[src/rtl/subtractor_serial.sv]
// Bit-serial ripple subtractor: computes a - b - bin one bit per clock, LSB
// first, and hands back the WIDTH-bit difference together with the borrow-out.
// Operands are captured only when the block accepts them. diff/bout come from
// dedicated output registers, so they hold their last value while a new
// operation is being computed.
module subtractor_serial #(
    parameter int WIDTH = 3
) (
    input  logic             clk,
    input  logic             rst_n,
    input  logic             in_valid,
    output logic             in_ready,
    input  logic [WIDTH-1:0] a,
    input  logic [WIDTH-1:0] b,
    input  logic             bin,
    output logic             out_valid,
    input  logic             out_ready,
    output logic [WIDTH-1:0] diff,
    output logic             bout
);

    // The bit counter must reach WIDTH-1; keep at least one bit so WIDTH=1 is legal.
    localparam int CW = (WIDTH > 1) ? $clog2(WIDTH) : 1;

    typedef enum logic [1:0] {
        IDLE,
        RUN,
        DONE
    } state_t;

    state_t           state_q, state_d;
    logic [WIDTH-1:0] a_q, a_d;
    logic [WIDTH-1:0] b_q, b_d;
    logic [WIDTH-1:0] d_q, d_d;
    logic [WIDTH-1:0] diff_q, diff_d;
    logic             br_q, br_d;
    logic             bout_q, bout_d;
    logic [CW-1:0]    cnt_q, cnt_d;

    logic             bit_diff;
    logic             br_next;
    logic [WIDTH-1:0] d_shift;

    // One full-subtractor slice working on the current LSBs of the shift registers.
    assign bit_diff = a_q[0] ^ b_q[0] ^ br_q;
    assign br_next  = (~a_q[0] & b_q[0]) | (~(a_q[0] ^ b_q[0]) & br_q);

    // The new difference bit enters at the MSB; after WIDTH shifts D holds the result LSB-aligned.
    generate
        if (WIDTH == 1) begin : g_shift_w1
            assign d_shift = bit_diff;
        end else begin : g_shift_wn
            assign d_shift = {bit_diff, d_q[WIDTH-1:1]};
        end
    endgenerate

    // Next-state and handshake outputs; every register defaults to holding.
    always_comb begin
        state_d   = state_q;
        a_d       = a_q;
        b_d       = b_q;
        d_d       = d_q;
        br_d      = br_q;
        cnt_d     = cnt_q;
        diff_d    = diff_q;
        bout_d    = bout_q;
        in_ready  = 1'b0;
        out_valid = 1'b0;
        case (state_q)
            IDLE: begin
                in_ready = 1'b1;
                if (in_valid) begin
                    a_d     = a;
                    b_d     = b;
                    br_d    = bin;
                    cnt_d   = '0;
                    state_d = RUN;
                end
            end
            RUN: begin
                br_d  = br_next;
                d_d   = d_shift;
                a_d   = a_q >> 1;
                b_d   = b_q >> 1;
                cnt_d = cnt_q + CW'(1);
                if (cnt_q == CW'(WIDTH - 1)) begin
                    // Last bit: publish the finished result into the output registers.
                    diff_d  = d_shift;
                    bout_d  = br_next;
                    state_d = DONE;
                end
            end
            DONE: begin
                out_valid = 1'b1;
                if (out_ready) begin
                    state_d = IDLE;
                end
            end
            default: begin
                state_d = IDLE;
            end
        endcase
    end

    // State register; reset aborts any operation in flight and clears all datapath state.
    always_ff @(posedge clk or negedge rst_n) begin
        if (!rst_n) begin
            state_q <= IDLE;
            a_q     <= '0;
            b_q     <= '0;
            d_q     <= '0;
            br_q    <= 1'b0;
            cnt_q   <= '0;
            diff_q  <= '0;
            bout_q  <= 1'b0;
        end else begin
            state_q <= state_d;
            a_q     <= a_d;
            b_q     <= b_d;
            d_q     <= d_d;
            br_q    <= br_d;
            cnt_q   <= cnt_d;
            diff_q  <= diff_d;
            bout_q  <= bout_d;
        end
    end

    assign diff = diff_q;
    assign bout = bout_q;

endmodule

[config.mk]
export PLATFORM = sky130hd
export DESIGN_NAME = subtractor_serial
export DESIGN_NICKNAME = d
export VERILOG_FILES = /design/src/rtl/subtractor_serial.sv
export SDC_FILE = /design/constraint.sdc
export NUM_CORES = 1
export LEC_CHECK = 0
export ABC_AREA = 0
export BUFFER_PORTS_ARGS = -buffer_cell sky130_fd_sc_hd__buf_2
export CORE_MARGIN = 2
export CORE_UTILIZATION = 55
export CTS_CLUSTER_DIAMETER = 100
export DETAILED_ROUTE_END_ITERATION = 8
export HOLD_SLACK_MARGIN = 0.1
export PLACE_DENSITY = 0.8
export SYNTH_ARGS = -nofsm -noshare
export SYNTH_HDL_FRONTEND = slang
export SYNTH_SLANG_ARGS = --single-unit
[constraint.sdc]
create_clock -name clk -period 2.4 [get_ports clk]
set_clock_uncertainty 0.2 [all_clocks]
set_input_delay 0 -clock clk [delete_from_list [all_inputs] [get_ports clk]]
set_output_delay 0 -clock clk [all_outputs]
set_load 0.005 [all_outputs]
# Word-level counts from Yosys, hierarchy flattened
# Index checks and enable logic that the tools add are counted.
# word_totals
register_bits,18
latch_bits,0
mem_bits_rw,0
rom_bits,0
output_inout_bits,6
memories,0
# op_classes
n_addsub,1
n_mul,0
n_div,0
magnitude_cmp,0
n_eq_ne,6
shifts,0
n_mux,14
bitwise,7
reduce_logical,5
# ops
op,count
case mux 3 bit (2 select lines),2
2-to-1 mux 2 bit,4
2-to-1 mux 3 bit,2
inequality test 2 bit (second input constant),3
case mux 2 bit (3 select lines),1
equality test 2 bit (second input constant),2
case mux 2 bit (2 select lines),1
AND reduction 2 bit,2
2-to-1 mux 1 bit,3
AND reduction 3 bit,1
adder 2 x 1 -> 2 bit (second input constant),1
bitwise AND 1 bit,2
equality test 2 x 1 -> 1 bit (second input constant),1
logical NOT 2 bit,1
inverter 1 bit,2
case mux 1 bit (2 select lines),1
nonzero test 2 bit,1
XOR 1 bit,2
bitwise OR 1 bit,1

# Longest topological paths before layout
# Gate-level depths: netlist of the first run.
# logic_depth
ltp_word,5
mapped_depth,4
ltp_nobuf,4

# Least setup slack after synthesis of the first run
# Ideal clock, no wire load.
# synth_path
kind,reg-to-reg
start,reg a_q[0]
end,reg d_q[2]
t_arrival_ns,1.143
t_required_ns,2.072
setup_slack_ns,0.929
path_stages_with_launch,3
synth_period_minus_slack_ns,1.471
cell_sequence,dfrtp_1 > fa_1 > mux2_1
# synth_between
elab_chain_cells,2
# synth_rtl
element,line_no,source
"start, declared",32,"logic [WIDTH-1:0] a_q, a_d;"
"start signal, assigned",109,a_q <= '0;
"start signal, assigned",118,a_q <= a_d;
XOR 1 bit (2 in series),45,assign bit_diff = a_q[0] ^ b_q[0] ^ br_q;
named net bit_diff,40,logic bit_diff;
"end signal, assigned",111,d_q <= '0;
"end signal, assigned",120,d_q <= d_d;
"end, declared",34,"logic [WIDTH-1:0] d_q, d_d;"
# The timed path passes the listed nets, and every way through them passes these cells.
# A chain may end at the register's enable or synchronous reset.

# Worst setup path after layout of the first run
# layout_path
start,in in_valid
end,reg b_q[0]
# layout_between
elab_chain_cells,2
# layout_rtl
element,line_no,source
"start, declared",11,"input logic in_valid,"
inequality test 2 bit (no line),--,
AND reduction 2 bit (no line),--,
"end signal, assigned",110,b_q <= '0;
"end signal, assigned",119,b_q <= b_d;
"end, declared",33,"logic [WIDTH-1:0] b_q, b_d;"
# Every way passes these cells.

==> out/metrics.cfg, run 1 <==
[final_layout]
synthToLayoutAreaGrowth_pct=44.3
regArea_sq_um=428
instances_no_fill=122
nNetsFinal=121
drive_above_1_share_pct=30.8
n_fill_cell=51
antenna_cells=0
multi_input_area_sq_um=335

[clocking]
tritoncts=built
clock_sinks=17
clk_latency_ns=0.30
numCtsBuffers=3
root_buffer=clkbuf_4
htree_levels=1
clockBufferDepth=2
clk_pin_slew_ns=0.10

[synthesis]
avgSynthCellArea_sq_um=13.0
yosysWarnings=0
ys_dominant_reg_cell=dfrtp_1
synthTopCellsByCount=17 x dfrtp_1, 9 x inv_1, 3 x a222oi_1, 3 x mux2_4, 3 x nor2b_1
syn_nets=76
synth-edff-count=0
syn-cell-area_sq_um=822
synth_area_leaders=dfrtp_1 52%, mux2_4 5.5%, inv_1 4.1%
yosysTopAreaCellShare_pct=51.8
synth_seq_area_share_pct=51.8
synthArstFlopShare_pct=100
netlist-cell-type-count=27
synth.most_common_cell=dfrtp_1
ys_ff_latch=17
synthCells=63
post-synth-top-area-cell=dfrtp_1

[setup_path]
cpLargestDelayFamily=buffers and inverters
worstPathRequired_ns=2.44
ff2ff_setup_slack_ns=0.16
critical-path-slowest-cell=dlygate4sd3_1
start_kind=input pin
cp.arrival_ns=2.34
cpMostUsedCell=dlygate4sd3_1
endpoint_kind=flop
crit_chain=dlygate4sd3_1 > buf_2 > nor2b_1 > dlygate4sd3_1 > a222oi_1 > dlygate4sd3_1
cp_max_fo=9
slowest_delay_ns=0.60
crit_buf_inv=4
crit_type=input pin to flop

[die]
die_x_um=42.7
fp.dieH_um=42.7
core-area_sq_um=1350
rows=13
initial_core_util_pct=60.9
dieArea_sq_um=1820
ios=17

[sta]
slew_headroom_pct=49.0
min_period_ns=2.30
tns_ns=0
post-route-period-util_pct=95.6
setup_violations=0
max_freq_mhz=436
hold_viol=0
rsz0062_at_grt=false
tightest_slew_ns=0.763
maxSlewViolCount=0

[global_routing]
antenna_found_initial=0
grt_usage_pct=30.2
grt_pass1_vias=775
grt_max_degree=18
overflow=0
grt_pass1_wl_um=3860

[detailed_routing]
drt_wl_total_um=2330
drtIter0Drc=44
vias=714
avgViaCountPerCell=5.85
drt-wirelength-per-cell_um=19.1
ant_nets=0
drcViolationCount=0
drt_pass1_iterations=4

[power_and_ir_drop]
p_leak_nw=0.587
ir_worst_vdd_mv=0.817
powerDensity_nw_per_um2=1300

[hold_path]
hp-class=input pin to flop

[placement]
dp_hpwl_um=1060
port_buffers=16
place_inst=91
routabilityCongestion=0.724

[run]
maxCapViolCount=0

[status]
status=finished, final reports clean

where the power goes:
part           switching (W)  internal [W]  leakage, nW  total [W]
sequential         0.0000961      0.000435        0.203   0.000531
combinational       0.000386      0.000466        0.370   0.000852
clock              0.0000988     0.0000635       0.0139   0.000162
worst paths after layout:
path,start,to,depth (start not counted)
worst min register to register,cnt_q[1]$_DFFE_PN0P_,cnt_q[1]$_DFFE_PN0P_,1
worst max-delay path,in_valid,b_q[0]$_DFFE_PN0P_,6
worst min-delay path,out_ready,state_q[1]$_DFFE_PN0P_,3
min in group asynchronous,rst_n,diff[0]$_DFFE_PN0P_,3
worst max register to register,state_q[1]$_DFFE_PN0P_,b_q[2]$_DFFE_PN0P_,5
max in group asynchronous,rst_n,state_q[1]$_DFFE_PN0P_,3
logic make-up (layout without fill, tap and decap cells):
kind of cell	after synthesis	in the layout	share of synthesized area [%]
AOI/OAI and AO/OA	11	11	12.3
adders and majority gates	2	2	3.96
and+or+nand+nor	14	14	13.7
muxes	7	7	10.8
buffers and inverters	12	56	7.46
DFF	17	17	51.8
layout by cell type (no fill, tap or decap), types with 3 or more instances in the layout:
cell type and count:
dfrtp_1 15, mux2_4 3, a222oi_1 3, buf_4 4, buf_2 16, clkbuf_4 3
dlygate4sd3_1 23, inv_1 9, nor2b_1 3
state kept, by name, summed over array words and instances, names as in the netlist:
name	count
br_q	1
b_q	3
a_q	3
diff	3
cnt_q	2
state_q	2
d_q	2
bout	1
per-stage QoR:
| stage | instance area, sq um | hold WS (ns) | util, % | setup WS, ns | total power [W] |
|---|---|---|---|---|---|
| after floorplan | 822 | -0.496 | - | 0.929 | 0.000988 |
| after global placement | 893 | -0.263 | 66.2 | 0.889 | 0.00108 |
| after detailed placement | 893 | -0.267 | 66.2 | 0.859 | 0.00112 |
| after CTS | 1150 | 0.207 | 85.4 | 0.0412 | 0.00141 |
| after global routing | 1190 | 0.255 | 87.9 | 0.0657 | 0.00165 |
| final | 1190 | 0.246 | 87.9 | 0.105 | 0.00155 |
layer usage:
layer	part of all wire [%]	global-route usage [%]	wire, um	vias up
li1	-	-	-	309
met1	39	36.3	900	343
met2	49	50.0	1140	44
met3	5.9	5.53	137	18
met4	6.4	17.5	148	0
met5	0	0	0	-
worst reg2reg max path, cell delays in order (launching register included):
cell           delay (ns)
dfrtp_2              0.45
buf_4                0.17
nand4bb_1            0.16
dlygate4sd3_1        0.57
o311ai_1             0.07
dlygate4sd3_1        0.57
area by class of cell:
| type | instances | share of cell area, % |
|---|---|---|
| clock buffer | 3 | 1.90 |
| clock inverter | 1 | 0.633 |
| inverter | 9 | 2.85 |
| multi-input combinational | 34 | 28.3 |
| sequential | 17 | 36.1 |
| tap | 15 | 1.58 |
| timing repair buffer | 43 | 28.7 |
repair_timing:
item,4_1_cts,5_1_grt
setup endpoints to repair,0,2
hold endpoints to repair,28,0
resized for setup,0,2
hold buffers,23,0
buffers inserted,0,4
(Power assumes the default switching activity.)
==> inputs of run 2 (changes only) <==
--- a/config.mk
+++ b/config.mk
@@ -14,4 +14,5 @@
 export HOLD_SLACK_MARGIN = 0.1
 export PLACE_DENSITY = 0.8
+export RECOVER_POWER = 100
 export SYNTH_ARGS = -nofsm -noshare
 export SYNTH_HDL_FRONTEND = slang
==> constraint.sdc (replaced) <==
create_clock -name clk -period 2.4 [get_ports clk]
set_clock_uncertainty 0.2 [all_clocks]
set_input_delay 0.12 -clock clk [delete_from_list [all_inputs] [get_ports clk]]
set_output_delay 0.12 -clock clk [all_outputs]
set_load 0.005 [all_outputs]
==> run 2 against run 1 <==
Effect of this change: global-route usage down 6.0 points; combinational power shrank 37%; clock-buffer cell count is the same; critical path depth stayed put; final area is 11% lower; fmax shrank 0.36%; final cell count decreased by 8.2%.
==> out/metrics.cfg, run 2 (synthesis results as in run 1) <==
[status]
status=finished, final reports clean

[die]
die_x_um=42.7  ; unchanged
initial_core_util_pct=60.9  ; unchanged
dieArea_sq_um=1820  ; unchanged
rows=13  ; unchanged
core-area_sq_um=1350  ; unchanged
ios=17  ; unchanged
fp.dieH_um=42.7  ; unchanged

[detailed_routing]
drt-wirelength-per-cell_um=16.3  ; -15%
avgViaCountPerCell=5.77  ; -1.4%
drcViolationCount=0  ; unchanged
drt_wl_total_um=1820  ; -22%
drt_pass1_iterations=5  ; +1
drtIter0Drc=43  ; -2.3%
ant_nets=0  ; unchanged
vias=646  ; -9.5%

[final_layout]
synthToLayoutAreaGrowth_pct=28.0
fin_area_sq_um=1050  ; -11%
nNetsFinal=111  ; -8.3%
drive_above_1_share_pct=18.6  ; -12 points
layout_commonest_cell=dlygate4sd3_1
final_cell_mix=17 x dlygate4sd3_1, 16 x dfrtp_1, 12 x buf_2
antenna_cells=0  ; unchanged
instances_no_fill=112  ; -8.2%

[power_and_ir_drop]
p_leak_nw=0.493  ; -16%
p_clk_share_pct=12.8  ; +2.3 points
p_sw_share_pct=37.9  ; +0.30 points
internal_power_w=0.000774  ; -20%
power_switching_w=0.000472  ; -19%
ir_worst_vdd_mv=0.707  ; -14%
power_frac_seq_pct=44.0  ; +9.6 points
powerDensity_nw_per_um2=1180  ; -9.2%
combPwrFrac_pct=43.2  ; -12 points

[setup_path]
endpoint_kind=flop
worstPathRequired_ns=2.44  ; about the same
cp.arrival_ns=2.35  ; about the same
crit_type=input pin to flop
start_kind=input pin
cp_max_fo=9  ; unchanged

[global_routing]
overflow=0  ; unchanged
met1_usage_pct=31.4  ; -4.9 points
grt_use_met3_pct=5.11  ; -0.43 points
busiest_layer=met2
grt.met2_usage_pct=40.3  ; -9.7 points
grt_max_degree=18  ; unchanged
grt_pass1_wl_um=3160  ; -18%
grt_usage_pct=24.2  ; -6.0 points
antenna_found_initial=0  ; unchanged
grt_pass1_vias=661  ; -15%

[placement]
port_buffers=16  ; unchanged
routabilityCongestion=0.724  ; unchanged
dp_hpwl_um=1060  ; unchanged
place_inst=91  ; unchanged
placed_area_sq_um=893  ; unchanged

[sta]
post-route-period-util_pct=96.0  ; +0.35 points
maxSlewViolCount=0  ; unchanged
slew_headroom_pct=51.2  ; +2.2 points
min_period_ns=2.30  ; +0.00835 ns
rsz0062_at_grt=false
hold_viol=0  ; unchanged
holdWs_ns=0.298  ; +0.0517 ns
max_freq_mhz=434  ; -0.36%
tightest_slew_ns=0.729  ; -0.0333 ns
tns_ns=0  ; unchanged
setup_violations=0  ; unchanged

[clocking]
clockBufferDepth=2  ; unchanged
htree_levels=1  ; unchanged
clock_sinks=17  ; unchanged
clk_pin_slew_ns=0.10  ; about the same
cts_setup_buffers=0  ; unchanged
root_buffer=clkbuf_4
numCtsBuffers=3  ; unchanged
tritoncts=built
clk_latency_ns=0.30  ; about the same

[run]
maxCapViolCount=0  ; unchanged

[hold_path]
hp-class=flop to flop

==> run 2: cell count changes in the layout (fill, tap and decap cells not counted), sizes merged <==
cell         previous run  this run
buf                    20        12
clkbuf                  3         7
dlygate4sd3            23        17
==> run 2: worst paths after layout <==
kind                                             start                     end  slack [ns]  cells after the start
worst max-delay path                          in_valid      b_q[2]$_DFFE_PN0P_         0.1                      6
worst min-delay path                d_q[1]$_DFFE_PN0P_     diff[0]$_DFFE_PN0P_        0.30                      1
worst max register to register  state_q[1]$_DFFE_PN0P_      b_q[2]$_DFFE_PN0P_        0.16                      4
worst min register to register      d_q[1]$_DFFE_PN0P_     diff[0]$_DFFE_PN0P_        0.30                      1
max in group asynchronous                        rst_n  state_q[0]$_DFFE_PN0P_        0.76                      3
min in group asynchronous                        rst_n     diff[0]$_DFFE_PN0P_        0.74                      3
==> run 2: final cells by class <==
| class | instances | area [sq um] |
|---|---|---|
| Fill cell | 85 | 298 |
| Clock inverter | 1 | 7.51 |
| Timing Repair Buffer | 33 | 245 |
| Sequential cell | 17 | 427 |
| Inverter | 9 | 33.8 |
| Tap cell | 15 | 18.8 |
| Clock buffer | 3 | 22.5 |
| Multi-Input combinational cell | 34 | 298 |
==> run 2: power groups by stage <==
stage,clock (W),combinational (W),sequential (W)
2_1_floorplan,0,0.000485,0.000503
3_3_place_gp,0,0.000537,0.000546
3_5_place_dp,0,0.000565,0.000558
4_1_cts,0.000162,0.000604,0.000551
5_1_grt,0.000174,0.000597,0.000575
6_report,0.000160,0.000538,0.000548
==> run 2: worst max-delay path: stages <==
cell and delay (ns):
dlygate4sd3_1 0.54, clkbuf_1 0.33, nand4bb_1 0.13, dlygate4sd3_1 0.58
o311ai_1 0.07, dlygate4sd3_1 0.57
==> run 2: timing repair <==
item	4_1_cts	5_1_grt
hold buffers	17	0
endpoints found under the setup margin	0	1
endpoints found under the hold margin	27	0
resized for setup	0	1
==> run 2: routing by layer <==
layer	up-vias	share of wire (%)
li1	289	-
met1	316	42
met2	34	51
met3	7	5.3
met4	0	1.4
met5	-	0
==> run 2: stage by stage <==
step | total power [W] | worst slack (ns) | utilization, %
after floorplan | 0.000988 | 0.929 | -
after global placement | 0.00108 | 0.889 | 66.2
after detailed placement | 0.00112 | 0.859 | 66.2
after CTS | 0.00132 | 0.0769 | 81.0
after global routing | 0.00135 | 0.0168 | 77.9
final | 0.00125 | 0.0964 | 77.9
==> inputs of run 3 (changes only) <==
CORE_UTILIZATION = 45   (was 55)
PLACE_DENSITY = 0.68   (was 0.8)
==> run 3 against run 2 <==
Effect of this change: sequential power is 1% lower; global-route usage is 6.3 points lower; critical path depth stayed put; largest cell class unchanged.
==> out/metrics.cfg, run 3 (synthesis results as in run 1) <==
[status]
status=finished, final reports clean

[clocking]
root_buffer=clkbuf_4
clk_pin_slew_ns=0.09  ; about the same
clk_latency_ns=0.29  ; about the same
tritoncts=built
htree_levels=1  ; unchanged
cts_setup_buffers=0  ; unchanged
clockBufferDepth=2  ; unchanged
clock_sinks=17  ; unchanged
numCtsBuffers=3  ; unchanged

[placement]
dp_hpwl_um=1030  ; -3.1%
placed_area_sq_um=906  ; +1.4%
routabilityCongestion=0.717  ; -0.90%
port_buffers=16  ; unchanged

[final_layout]
drive_above_1_share_pct=15.5  ; -3.1 points
final_cell_mix=17 x dfrtp_1, 17 x dlygate4sd3_1, 11 x buf_2
fin_area_sq_um=1060  ; +0.59%
synthToLayoutAreaGrowth_pct=28.8
antenna_cells=0  ; unchanged
nNetsFinal=111  ; unchanged

[setup_path]
start_kind=input pin
crit_chain=dlygate4sd3_1 > clkbuf_1 > nand4bb_1 > dlygate4sd3_1 > o311ai_1 > dlygate4sd3_1
crit_type=input pin to flop
critical-path-slowest-cell=dlygate4sd3_1
cpLargestDelayFamily=buffers and inverters
endpoint_kind=flop
crit_buf_inv=4  ; unchanged
worstPathRequired_ns=2.43  ; about the same
cp_max_fo=9  ; unchanged
slowest_delay_ns=0.57  ; about the same
cp.arrival_ns=2.28  ; -0.07 ns
cpMostUsedCell=dlygate4sd3_1

[global_routing]
grt_pass1_wl_um=2650  ; -16%
grt_pass1_vias=604  ; -8.6%
grt_use_met3_pct=5.77  ; +0.66 points
busiest_layer=met2
grt_max_degree=18  ; unchanged
grt_usage_pct=17.9  ; -6.3 points
antenna_found_initial=0  ; unchanged
overflow=0  ; unchanged
met1_usage_pct=22.6  ; -8.8 points
grt.met2_usage_pct=29.2  ; -11 points

[die]
ios=17  ; unchanged
core-area_sq_um=1730  ; +28%
fp.dieH_um=46.7  ; +9.6%
rows=15  ; +2
initial_core_util_pct=47.6  ; -13 points
die_x_um=46.7  ; +9.6%
dieArea_sq_um=2180  ; +20%

[sta]
post-route-period-util_pct=93.8  ; -2.2 points
tightest_slew_ns=0.746  ; +0.0170 ns
slew_headroom_pct=50.1  ; -1.1 points
min_period_ns=2.25  ; -0.0530 ns
hold_viol=0  ; unchanged
maxSlewViolCount=0  ; unchanged
setup_violations=0  ; unchanged
tns_ns=0  ; unchanged
rsz0062_at_grt=false
max_freq_mhz=444  ; +2.4%

[detailed_routing]
drt_pass1_iterations=4  ; -1
avgViaCountPerCell=4.99  ; -13%
drt_wl_total_um=1580  ; -14%
vias=609  ; -5.7%
drt-wirelength-per-cell_um=12.9  ; -21%
ant_nets=0  ; unchanged
drtIter0Drc=17  ; -60%
drcViolationCount=0  ; unchanged

[run]
maxCapViolCount=0  ; unchanged

[power_and_ir_drop]
ir_worst_vdd_mv=0.745  ; +5.4%
p_leak_nw=0.492  ; -0.21%
powerDensity_nw_per_um2=1140  ; -3.9%
power_w=0.00120  ; -3.4%

[hold_path]
hp-class=flop to flop

[run 3: cell types whose count changed in the layout (fill, tap and decap cells not counted), sizes merged]
cell      before  now
clkinvlp       1    0
clkbuf         7    8
[run 3: repair_timing]
action	in CTS	in global routing
setup endpoints to repair	0	1
resized for setup	0	1
endpoints found under the hold margin	26	0
hold buffers	17	0
[run 3: final timing paths]
kind / from / cells past startpoint / end / slack, ns
setup / recovery: in_valid / 6 / b_q[2]$_DFFE_PN0P_ / 0.15
hold / removal: d_q[1]$_DFFE_PN0P_ / 1 / d_q[1]$_DFFE_PN0P_ / 0.30
setup reg to reg: state_q[0]$_DFFE_PN0P_ / 4 / b_q[2]$_DFFE_PN0P_ / 0.16
hold reg to reg: d_q[1]$_DFFE_PN0P_ / 1 / d_q[1]$_DFFE_PN0P_ / 0.30
max in group asynchronous: rst_n / 3 / cnt_q[1]$_DFFE_PN0P_ / 0.78
min in group asynchronous: rst_n / 3 / a_q[0]$_DFFE_PN0P_ / 0.75
[run 3: per-stage QoR]
step	util [%]	setup WS, ns	std cells	hold slack, ns
6_report	61.3	0.149	122	0.299
5_1_grt	61.3	0.0591	122	0.319
4_1_cts	63.8	0.0368	122	0.311
3_5_place_dp	52.5	0.826	101	-0.142
3_3_place_gp	52.5	0.868	101	-0.131
2_1_floorplan	-	0.929	63	-0.376
[run 3: power by group]
group	switching, W	internal [W]
clock	0.0000879	0.0000647
sequential	0.000110	0.000431
combinational	0.000236	0.000273
total	0.000434	0.000769
[run 3: per-layer routing]
layer  part of all wire (%)  up-vias
met3                    4.1        2
met1                     46      299
li1                       -      293
met4                   0.83        0
met2                     49       15
met5                      0        -
[run 3: worst register-to-register path, stage by stage (launching register included)]
cell,delay (ns)
dfrtp_1,0.57
nand4bb_1,0.18
dlygate4sd3_1,0.55
o311ai_1,0.08
dlygate4sd3_1,0.56
[run 3: final cells by class]
type / count / area (sq um)
Sequential cell: 17 / 425
Inverter: 9 / 33.8
Clock buffer: 4 / 26.3
Timing Repair Buffer: 33 / 244
Fill cell: 163 / 668
Multi-Input combinational cell: 34 / 298
Tap cell: 25 / 31.3
